File: config.mk
export PLATFORM = sky130hd
export DESIGN_NAME = fifo_uart_streamer
export DESIGN_NICKNAME = d
export VERILOG_FILES = /design/src/rtl/fifo_uart_streamer.sv
export SDC_FILE = /design/constraint.sdc
export NUM_CORES = 1
export LEC_CHECK = 0
export CAP_MARGIN = 20
export CELL_PAD_IN_SITES_DETAIL_PLACEMENT = 0
export CELL_PAD_IN_SITES_GLOBAL_PLACEMENT = 1
export CORE_UTILIZATION = 40
export DETAILED_ROUTE_END_ITERATION = 8
export GPL_TIMING_DRIVEN = 1
export PLACE_DENSITY = 0.86
export SLEW_MARGIN = 20
export SYNTH_ARGS = -nofsm -noshare
export SYNTH_HDL_FRONTEND = slang
export SYNTH_SLANG_ARGS = --single-unit
File: constraint.sdc
create_clock -name clk -period 2.5 [get_ports clk]
set_input_delay 0.5 -clock clk [delete_from_list [all_inputs] [get_ports clk]]
set_output_delay 0.5 -clock clk [all_outputs]
set_load 0.02 [all_outputs]
File: src/rtl/fifo_uart_streamer.sv
// rtl/fifo_uart_streamer.sv - Drains the sample FIFO one word at a time onto a UART 8N1 line, MSB byte first.
// Optional FRAME_HDR_EN macro prefixes every sample with a 0xA5 sync byte.
module fifo_uart_streamer #(
    parameter int DATA_WIDTH = 16,
    parameter int CLK_FREQ   = 27_000_000,
    parameter int BAUD_RATE  = 115200
) (
    input  logic                  clk,
    input  logic                  rst_n,
    input  logic                  enable,
    input  logic                  fifo_empty,
    input  logic [DATA_WIDTH-1:0] fifo_data,
    output logic                  fifo_rd_en,
    output logic                  uart_tx,
    output logic                  busy,
    output logic [15:0]           sample_count
);
    localparam int CLKS_PER_BIT = CLK_FREQ / BAUD_RATE;
    localparam int BAUD_W       = (CLKS_PER_BIT > 2) ? $clog2(CLKS_PER_BIT) : 1;
`ifdef FRAME_HDR_EN
    localparam int BYTE_W       = 2;
    localparam int NUM_BYTES    = 3;
`else
    localparam int BYTE_W       = 1;
    localparam int NUM_BYTES    = 2;
`endif

    typedef enum logic [2:0] {
        S_IDLE, S_FETCH, S_LATCH, S_START, S_DATA, S_STOP, S_DONE
    } state_t;

    state_t              state_q, state_d;
    logic [BAUD_W-1:0]   baud_q, baud_d;
    logic [2:0]          bit_q, bit_d;
    logic [BYTE_W-1:0]   byte_q, byte_d;
    logic [15:0]         shadow_q, shadow_d;
    logic [15:0]         count_q, count_d;
    logic                tx_c, rd_c, baud_end;
    logic [7:0]          cur_byte;

    always_ff @(posedge clk or negedge rst_n) begin
        if (!rst_n) begin
            state_q  <= S_IDLE;
            baud_q   <= '0;
            bit_q    <= '0;
            byte_q   <= '0;
            shadow_q <= '0;
            count_q  <= '0;
        end else begin
            state_q  <= state_d;
            baud_q   <= baud_d;
            bit_q    <= bit_d;
            byte_q   <= byte_d;
            shadow_q <= shadow_d;
            count_q  <= count_d;
        end
    end

    always_comb begin
`ifdef FRAME_HDR_EN
        case (byte_q)
            2'd0:    cur_byte = 8'hA5;
            2'd1:    cur_byte = shadow_q[15:8];
            default: cur_byte = shadow_q[7:0];
        endcase
`else
        cur_byte = byte_q[0] ? shadow_q[7:0] : shadow_q[15:8];
`endif
    end

    assign baud_end = (baud_q == BAUD_W'(CLKS_PER_BIT - 1));

    always_comb begin
        state_d  = state_q;
        baud_d   = baud_q;
        bit_d    = bit_q;
        byte_d   = byte_q;
        shadow_d = shadow_q;
        count_d  = count_q;
        tx_c     = 1'b1;
        rd_c     = 1'b0;
        case (state_q)
            S_IDLE: begin
                if (enable && !fifo_empty) state_d = S_FETCH;
            end
            S_FETCH: begin
                rd_c    = 1'b1;
                state_d = S_LATCH;
            end
            S_LATCH: begin
                shadow_d = 16'(fifo_data);
                byte_d   = '0;
                bit_d    = '0;
                baud_d   = '0;
                state_d  = S_START;
            end
            S_START: begin
                tx_c = 1'b0;
                if (baud_end) begin
                    baud_d  = '0;
                    bit_d   = '0;
                    state_d = S_DATA;
                end else begin
                    baud_d = baud_q + BAUD_W'(1);
                end
            end
            S_DATA: begin
                tx_c = cur_byte[bit_q];
                if (baud_end) begin
                    baud_d = '0;
                    if (bit_q == 3'd7) state_d = S_STOP;
                    else bit_d = bit_q + 3'd1;
                end else begin
                    baud_d = baud_q + BAUD_W'(1);
                end
            end
            S_STOP: begin
                if (baud_end) begin
                    baud_d = '0;
                    if (byte_q == BYTE_W'(NUM_BYTES - 1)) begin
                        state_d = S_DONE;
                    end else begin
                        byte_d  = byte_q + BYTE_W'(1);
                        state_d = S_START;
                    end
                end else begin
                    baud_d = baud_q + BAUD_W'(1);
                end
            end
            S_DONE: begin
                count_d = count_q + 16'd1;
                // Back-to-back path skips IDLE to keep the gap at three idle cycles
                state_d = (enable && !fifo_empty) ? S_FETCH : S_IDLE;
            end
            default: state_d = S_IDLE;
        endcase
    end

    assign uart_tx      = tx_c;
    assign fifo_rd_en   = rd_c;
    assign busy         = (state_q != S_IDLE);
    assign sample_count = count_q;
endmodule

==> results of run 1 <==
[logic make-up (layout without fill, tap and decap cells)]
family | after synthesis | count (layout) | share of synthesized area [%]
buffers and inverters | 13 | 58 | 2.56
DFF | 47 | 47 | 50.1
and+or+nand+nor | 66 | 66 | 17.7
muxes | 26 | 26 | 13.1
AOI/OAI and AO/OA | 30 | 30 | 8.27
adders and majority gates | 5 | 5 | 2.67
xor gates and xnor gates | 15 | 15 | 5.60
[final cells by class]
| cell class | instances | share of cell area, % |
|---|---|---|
| clock inverter | 2 | 1.27 |
| clock buffer | 5 | 2.33 |
| multi-input combinational | 142 | 37.5 |
| timing repair buffer | 45 | 15.3 |
| inverter | 6 | 0.761 |
| sequential | 47 | 39.8 |
| tap | 72 | 3.04 |
[layout by cell type, fill, tap and decap left out, drive strengths merged, types with 7 or more instances in the layout]
cell type,count
a21oi,7
buf,8
clkdlybuf4s50,36
dfrtp,47
mux2,18
nand2,17
nand3,8
o21ai,10
xnor2,13
[power breakdown]
part / leakage, nW / internal (mW) / switching, mW / total, mW
combinational: 0.631 / 0.471 / 0.503 / 0.974
clock: 0.0502 / 0.292 / 0.249 / 0.541
sequential: 0.607 / 0.964 / 0.161 / 1.13
[per-stage QoR]
| step | utilization, % | hold WS, ns | worst slack (ns) | cells | power [mW] |
|---|---|---|---|---|---|
| final | 53.1 | 0.205 | 0.120 | 319 | 2.64 |
| after floorplan | - | 0.204 | 0.642 | 202 | 1.79 |
| after detailed placement | 50.7 | 0.475 | 0.108 | 310 | 2.12 |
| after global routing | 53.1 | 0.235 | 0.00379 | 319 | 2.83 |
| after CTS | 52.7 | 0.219 | 0.0928 | 318 | 2.68 |
| after global placement | 50.7 | 0.460 | 0.145 | 310 | 2.10 |
[sequential cells by signal, summed over array words and instances (netlist names)]
signal        count
baud_q            8
bit_q             3
byte_q            1
sample_count     16
shadow_q         16
state_q           3
[path summary, 6_finish.rpt]
check                                 start               end  slack, ns  cells past startpoint
setup / recovery                   bit_q[1]           uart_tx       0.12                      5
max in group asynchronous             rst_n   sample_count[9]       1.77                      2
min in group clk           sample_count[15]  sample_count[15]       0.48                      1
setup reg to reg                   bit_q[0]          bit_q[0]       0.32                      7
hold reg to reg            sample_count[15]  sample_count[15]       0.48                      1
hold / removal                        rst_n       shadow_q[4]       0.20                      1
[repair_timing]
item                                    in CTS  in global routing
resized for setup                            3                  0
endpoints found under the setup margin       1                  1
endpoints found under the hold margin        0                  0
pin swaps                                    0                  0
hold buffers                                 0                  0
setup buffers                                1                  1
[worst register-to-register path, stage by stage, from the launching register on]
cell and delay [ns]:
dfrtp_2 0.44, buf_12 0.14, ha_1 0.19, ha_1 0.20
or4b_4 0.52, nor3_4 0.19, o21ai_1 0.12, mux2_2 0.28
[per-layer routing]
layer | wire length, um | part of all wire [%] | vias up | track usage [%]
li1 | - | - | 816 | -
met1 | 2170 | 47 | 815 | 22.5
met2 | 2150 | 47 | 42 | 26.1
met3 | 171 | 3.7 | 7 | 3.37
met4 | 88 | 1.9 | 0 | 7.04
met5 | 0 | 0 | - | 0
==> impl_metrics.csv, run 1 <==
group,metric,value,unit
synth,yosysMostFrequentCell,"dfrtp_1",
final_layout,drive_above_1_share,11.7,%
placed_design,placed_area,2820,um^2
synth,synth_top_area_share,50.1,%
global_route,grt_max_degree,26,
pwr,powerDensity,892,nW/um^2
routing,wirelength,4580,um
synth,synth_edf_count,0,
placed_design,gp_congestion,0.779,
pwr,power.leakage,1.29,nW
die,coreArea,5570,um^2
die,io_pins,39,
clocking,clk_pin_slew,0.09,ns
worst_setup_path,path_buf_inv,1,
final_layout,multi_input_area,1110,um^2
sta,slew_headroom,60.1,%
worst_setup_path,arrival,1.88,ns
die,die_w,78.6,um
sta,post-route-min-period,2.38,ns
worst_setup_path,crit_path_start_kind,"flip-flop",
final_layout,finish.instance_area,2960,um^2
final_layout,fill_cells,509,
die,initial_core_util,42.1,%
routing,drtIter0Drc,95,
routing,drt_pass1_iterations,4,
sta,fmax,420,MHz
synth,synthTopCellsByCount,"dfrtp_1 (47), mux2_1 (17), nand2_1 (17)",
worst_setup_path,cp-end-kind,"primary output",
pwr,vdd_drop_max,0.419,mV
synth,synth_seq_area_share,50.1,%
placed_design,hpwl,3310,um
global_route,overflow,0,
synth,syn_avg_cell_area,11.6,um^2
worst_setup_path,cp_max_fo,8,
sta,skew,0.00856,ns
clocking,cts_buffers,5,
routing,via_per_inst,5.27,
die,die_h,78.6,um
flow_run,max-cap-violations,0,
synth,syn-num-nets,227,
clocking,clockBufferDepth,2,
clocking,cts_tree,"built",
die,fp.dieArea,6180,um^2
global_route,grt_usage,16.7,%
sta,slew_violations,0,
routing,drt-wirelength-per-cell,14.3,um
clocking,cts.sinks,47,
clocking,clk_latency,0.30,ns
synth,synth-warning-count,0,
routing,vias,1680,
worst_setup_path,path_class,"reg2out",
clocking,cts-root-buf,"clkbuf_8",
global_route,antenna_found_initial,0,
routing,drcViolationCount,0,
final_layout,n_antenna_cell,0,
clocking,ctsHtreeMaxLevel,2,
final_layout,regArea,1180,um^2
worst_setup_path,worstPathRequired,2.00,ns
sta,hold_violations,0,
synth,ys_seq_elements,47,
synth,netlist_instances,202,
synth,synthFlopType,"dfrtp_1",
hold_path,hold_class,"in2async",
synth,yosysUniqueCellTypes,43,
worst_setup_path,crit_chain,"mux2_1 -> o31a_1 -> o211ai_1 -> a31oi_1 -> dlygate4sd2_1",
global_route,grt_pass1_vias,1679,
outcome,status,"complete, no violations",
synth,synthArstFlopShare,100,%
global_route,grt_first_pass_wirelength,7950,um
die,row_count,27,
synth,synth.top_cells.by_area,"dfrtp_1 (50%), mux2_1 (8.2%), xnor2_1 (4.9%)",
sta,worstMarginPinSlew,0.599,ns
worst_setup_path,critPathTopFamily,"flip-flops",
routing,detail-route-antenna-nets,0,
sta,fin_setup_tns,0,ns
worst_setup_path,slowest_delay,0.48,ns
synth,netlist_area,2350,um^2
synth,synth_area_leader_cell,"dfrtp_1",
worst_setup_path,slowest_stage,"dfrtp_2",
final_layout,final_nets,272,
final_layout,synthToLayoutAreaGrowth,26.1,%
sta,rsz0062_at_grt,"no",
sta,setup_violations,0,
placed_design,io_buffers,38,
sta,period_share,95.2,%
Power figures use the tool's default switching activity.
==> run 2, diff against run 1 <==
CORE_UTILIZATION = 24   (was 40)
PLACE_DENSITY = 0.6   (was 0.86)
SKIP_CTS_REPAIR_TIMING = 1   (was unset)
==> run 2 against run 1 <==
Register-to-register slack better by 0.05 ns. Final area up 2.5%. Count of clock-buffer cells in the layout up 1.
==> impl_metrics.csv, run 2 (synthesis gave the netlist of run 1 again) <==
group,metric,value,unit
outcome,status,"complete, no violations",
worst_setup_path,path_buf_inv,1,
hold_path,hold_class,"in2async",
placed_design,hpwl,3560,um
routing,topRoutingLayerUsed,"met4",
worst_setup_path,critPathTopFamily,"multiplexers",
sta,fin_hold_ws,0.212,ns
sta,setup_violations,0,
final_layout,most-common-layout-cells,"dfrtp_1 (45), clkdlybuf4s50_1 (36), nand2_1 (17), mux2_1 (17), xnor2_1 (13)",
final_layout,final_common_cell,"dfrtp_1",
sta,rsz0062_at_grt,"no",
routing,drt_pass1_iterations,4,
routing,wl_met1,2370,um
clocking,clk_pin_slew,0.09,ns
routing,drtIter0Drc,39,
worst_setup_path,slowest_delay,0.53,ns
final_layout,regArea,1180,um^2
routing,vias,1676,
final_layout,stdcell_count,375,
clocking,cts_tree,"built",
worst_setup_path,path_class,"reg2out",
pwr,total_power,2.77,mW
final_layout,post-route-util,32.4,%
pwr,vdd_drop_max,0.274,mV
routing,drcViolationCount,0,
worst_setup_path,crit_start,"bit_q[0]",
pwr,power.leakage,1.29,nW
worst_setup_path,slowest_stage,"mux4_2",
global_route,grt_usage,10.5,%
sta,fmax,436,MHz
clocking,cts_buffers,5,
sta,skew,0.00262,ns
routing,wl_met2,2290,um
pwr,powerDensity,912,nW/um^2
global_route,antenna_found_initial,0,
final_layout,synthToLayoutAreaGrowth,29.3,%
routing,wirelength,4870,um
sta,hold_violations,0,
final_layout,n_antenna_cell,0,
die,initial_core_util,25.0,%
final_layout,drive_above_1_share,11.0,%
routing,dr_wl_met3,178,um
worst_setup_path,worstPathRequired,2.00,ns
final_layout,final_nets,270,
die,die_w,101,um
clocking,ctsHtreeMaxLevel,2,
worst_setup_path,arrival,1.79,ns
sta,post-route-min-period,2.29,ns
clocking,clockBufferDepth,2,
sta,period_share,91.7,%
final_layout,multi_input_area,1110,um^2
global_route,overflow,0,
placed_design,dp_cells,367,
worst_setup_path,cp-end-kind,"primary output",
sta,worstMarginPinSlew,0.628,ns
die,die_h,101,um
die,coreArea,9370,um^2
global_route,grt_first_pass_wirelength,8350,um
worst_setup_path,reg2reg_from,"bit_q[0]",
sta,fin_setup_tns,0,ns
flow_run,max-cap-violations,0,
clocking,cts.sinks,47,
placed_design,gp_congestion,0.717,
routing,detail-route-antenna-nets,0,
worst_setup_path,crit_path_start_kind,"flip-flop",
clocking,clk_latency,0.29,ns
clocking,cts-root-buf,"clkbuf_8",
die,io_pins,39,
worst_setup_path,cp_max_fo,8,
global_route,grt_pass1_vias,1684,
global_route,grt_max_degree,27,
worst_setup_path,crit_chain,"mux4_2 -> o211ai_1 -> a31oi_1 -> dlymetal6s2s_1",
die,row_count,35,
routing,drt-wirelength-per-cell,13.0,um
die,fp.dieArea,10200,um^2
placed_design,io_buffers,38,
final_layout,fill_cells,1001,
routing,via_per_inst,4.47,
sta,slew_violations,0,
sta,slew_headroom,58.2,%
==> run 2: final timing paths <==
check | to | slack, ns | cells past startpoint
max | uart_tx | 0.21 | 4
min | sample_count[2] | 0.21 | 1
min reg2reg | sample_count[15] | 0.48 | 1
max reg2reg | bit_q[0] | 0.37 | 6
min in group clk | sample_count[15] | 0.48 | 1
max in group asynchronous | bit_q[1] | 1.74 | 2
==> run 2: cell type report <==
type,count,share of cell area (%)
multi-input combinational,142,36.6
sequential,47,38.9
tap,129,5.32
timing repair buffer,43,14.1
inverter,6,0.743
clock buffer,6,2.39
clock inverter,2,1.98
==> run 2: worst reg2reg max path, cell delays in order, from the launching register on <==
cell and delay (ns):
dfrtp_2 0.48, ha_1 0.22, ha_1 0.21, or4b_4 0.50, nor3_4 0.19, o21ai_1 0.14, mux2_2 0.29
==> run 2: routing by layer <==
metal  track usage [%]  up-vias
met4              3.01        0
met1              14.6      834
met5                 0        -
met3              2.43        2
li1                  -      809
met2              16.3       31
==> run 2: where the power goes <==
group,switching [mW],internal (mW),leakage [nW]
combinational,0.502,0.475,0.622
clock,0.264,0.400,0.0654
sequential,0.160,0.964,0.607
total,0.926,1.84,1.29
==> run 2: metrics by stage <==
stage | worst slack (ns) | instance area, um^2
2_1_floorplan | 0.642 | 2350
3_3_place_gp | 0.130 | 2900
3_5_place_dp | 0.0939 | 2900
4_1_cts | -0.250 | 3030
5_1_grt | 0.0947 | 3030
6_report | 0.207 | 3030
==> run 3, diff against run 2 <==
CTS_BUF_LIST = sky130_fd_sc_hd__clkbuf_4   (was unset)
==> run 3 against run 2 <==
Sequential share of layout area is 0.26 points higher. First-iteration DRC count is 15% lower. Utilization is 0.21 points lower. Critical path depth stayed put. Clock skew is 0.0067 ns higher. Fmax is 2.6% lower. Die area stayed put. Global-route usage is 0.10 points higher. Total power is 3.4% lower. Wire length is 0.10% lower. Critical path type unchanged.
==> impl_metrics.csv, run 3 (synthesis gave the netlist of run 1 again) <==
group,metric,value,unit
final_layout,finish.instance_area,3010,um^2
sta,post-route-min-period,2.35,ns
final_layout,post-route-util,32.1,%
routing,vias,1665,
final_layout,n_antenna_cell,0,
routing,via_per_inst,4.43,
die,io_pins,39,
global_route,overflow,0,
die,fp.dieArea,10200,um^2
clocking,clk_pin_slew,0.14,ns
final_layout,synthToLayoutAreaGrowth,28.4,%
worst_setup_path,cp-end-kind,"primary output",
global_route,grt_pass1_vias,1680,
pwr,powerDensity,886,nW/um^2
global_route,grt_max_degree,27,
sta,fin_setup_tns,0,ns
pwr,power.leakage,1.29,nW
sta,hold_violations,0,
routing,detail-route-antenna-nets,0,
clocking,cts-root-buf,"clkbuf_4",
routing,drt-wirelength-per-cell,12.9,um
die,coreArea,9370,um^2
sta,slew_headroom,57.9,%
sta,skew,0.00935,ns
worst_setup_path,path_class,"reg2out",
routing,wirelength,4860,um
outcome,status,"complete, no violations",
worst_setup_path,crit_start,"state_q[0]",
die,row_count,35,
final_layout,most-common-layout-cells,"dfrtp_1 (45), clkdlybuf4s50_1 (36), nand2_1 (17), mux2_1 (17), xnor2_1 (13)",
global_route,grt_usage,10.6,%
worst_setup_path,crit_path_start_kind,"flip-flop",
placed_design,gp_congestion,0.717,
placed_design,dp_cells,367,
clocking,cts_tree,"built",
sta,slew_violations,0,
hold_path,hold_class,"in2async",
sta,setup_violations,0,
clocking,clockBufferDepth,2,
final_layout,final_nets,271,
worst_setup_path,cp_max_fo,8,
die,initial_core_util,25.0,%
clocking,cts.sinks,47,
die,die_h,101,um
routing,drt_pass1_iterations,4,
final_layout,stdcell_count,376,
clocking,ctsHtreeMaxLevel,2,
final_layout,final_common_cell,"dfrtp_1",
flow_run,max-cap-violations,0,
routing,drcViolationCount,0,
worst_setup_path,arrival,1.85,ns
placed_design,hpwl,3560,um
global_route,grt_first_pass_wirelength,8320,um
final_layout,drive_above_1_share,11.7,%
die,die_w,101,um
sta,rsz0062_at_grt,"no",
sta,period_share,94.2,%
pwr,vdd_drop_max,0.323,mV
placed_design,placed_area,2900,um^2
clocking,cts_buffers,5,
placed_design,io_buffers,38,
sta,fmax,425,MHz
clocking,clk_latency,0.35,ns
worst_setup_path,worstPathRequired,2.00,ns
routing,drtIter0Drc,33,
global_route,antenna_found_initial,0,
worst_setup_path,reg2reg_from,"bit_q[1]",
sta,worstMarginPinSlew,0.632,ns
run 3: changes by cell type in the layout (fill, tap and decap cells not counted), sizes merged:
| cell | change |
|---|---|
| buf | +1 |
run 3: final timing paths:
kind | to | slack, ns | cells past startpoint
setup / recovery | fifo_rd_en | 0.15 | 4
hold / removal | sample_count[2] | 0.14 | 1
setup reg to reg | bit_q[0] | 0.37 | 6
hold reg to reg | sample_count[15] | 0.49 | 1
max in group asynchronous | bit_q[1] | 1.81 | 2
min in group clk | sample_count[15] | 0.49 | 1
run 3: stage by stage:
step / hold WS (ns) / worst slack, ns / total power [mW]
after floorplan: 0.204 / 0.642 / 1.79
after global placement: 0.462 / 0.130 / 2.14
after detailed placement: 0.469 / 0.0939 / 2.14
after CTS: 0.150 / -0.340 / 2.73
after global routing: 0.167 / 0.0168 / 2.88
final: 0.144 / 0.145 / 2.67
run 3: power breakdown:
part,internal (mW),total (mW),switching (mW)
logic,0.475,0.977,0.502
registers,0.963,1.12,0.161
clock network,0.323,0.570,0.247
total,1.76,2.67,0.909
run 3: per-layer routing:
layer	up-vias	GRT usage (%)	wire [um]
met4	0	3.34	53
met5	-	0	0
met1	820	14.6	2350
met3	4	2.84	177
li1	812	-	-
met2	29	16.2	2280
run 3: area by class of cell:
class | count | area, um^2
flip-flops and latches | 47 | 1180
clock buffers | 6 | 45.0
fillers | 1001 | 6360
repair buffers | 44 | 435
multi-input cells | 142 | 1110
inverters | 6 | 22.5
well taps | 129 | 161
clock inverters | 2 | 60.1
run 3: worst max-delay path: stages, from the launching register on:
cell,delay [ns]
dfrtp_1,0.44
buf_4,0.20
nand2b_1,0.11
nor2_1,0.13
clkdlybuf4s50_1,0.62
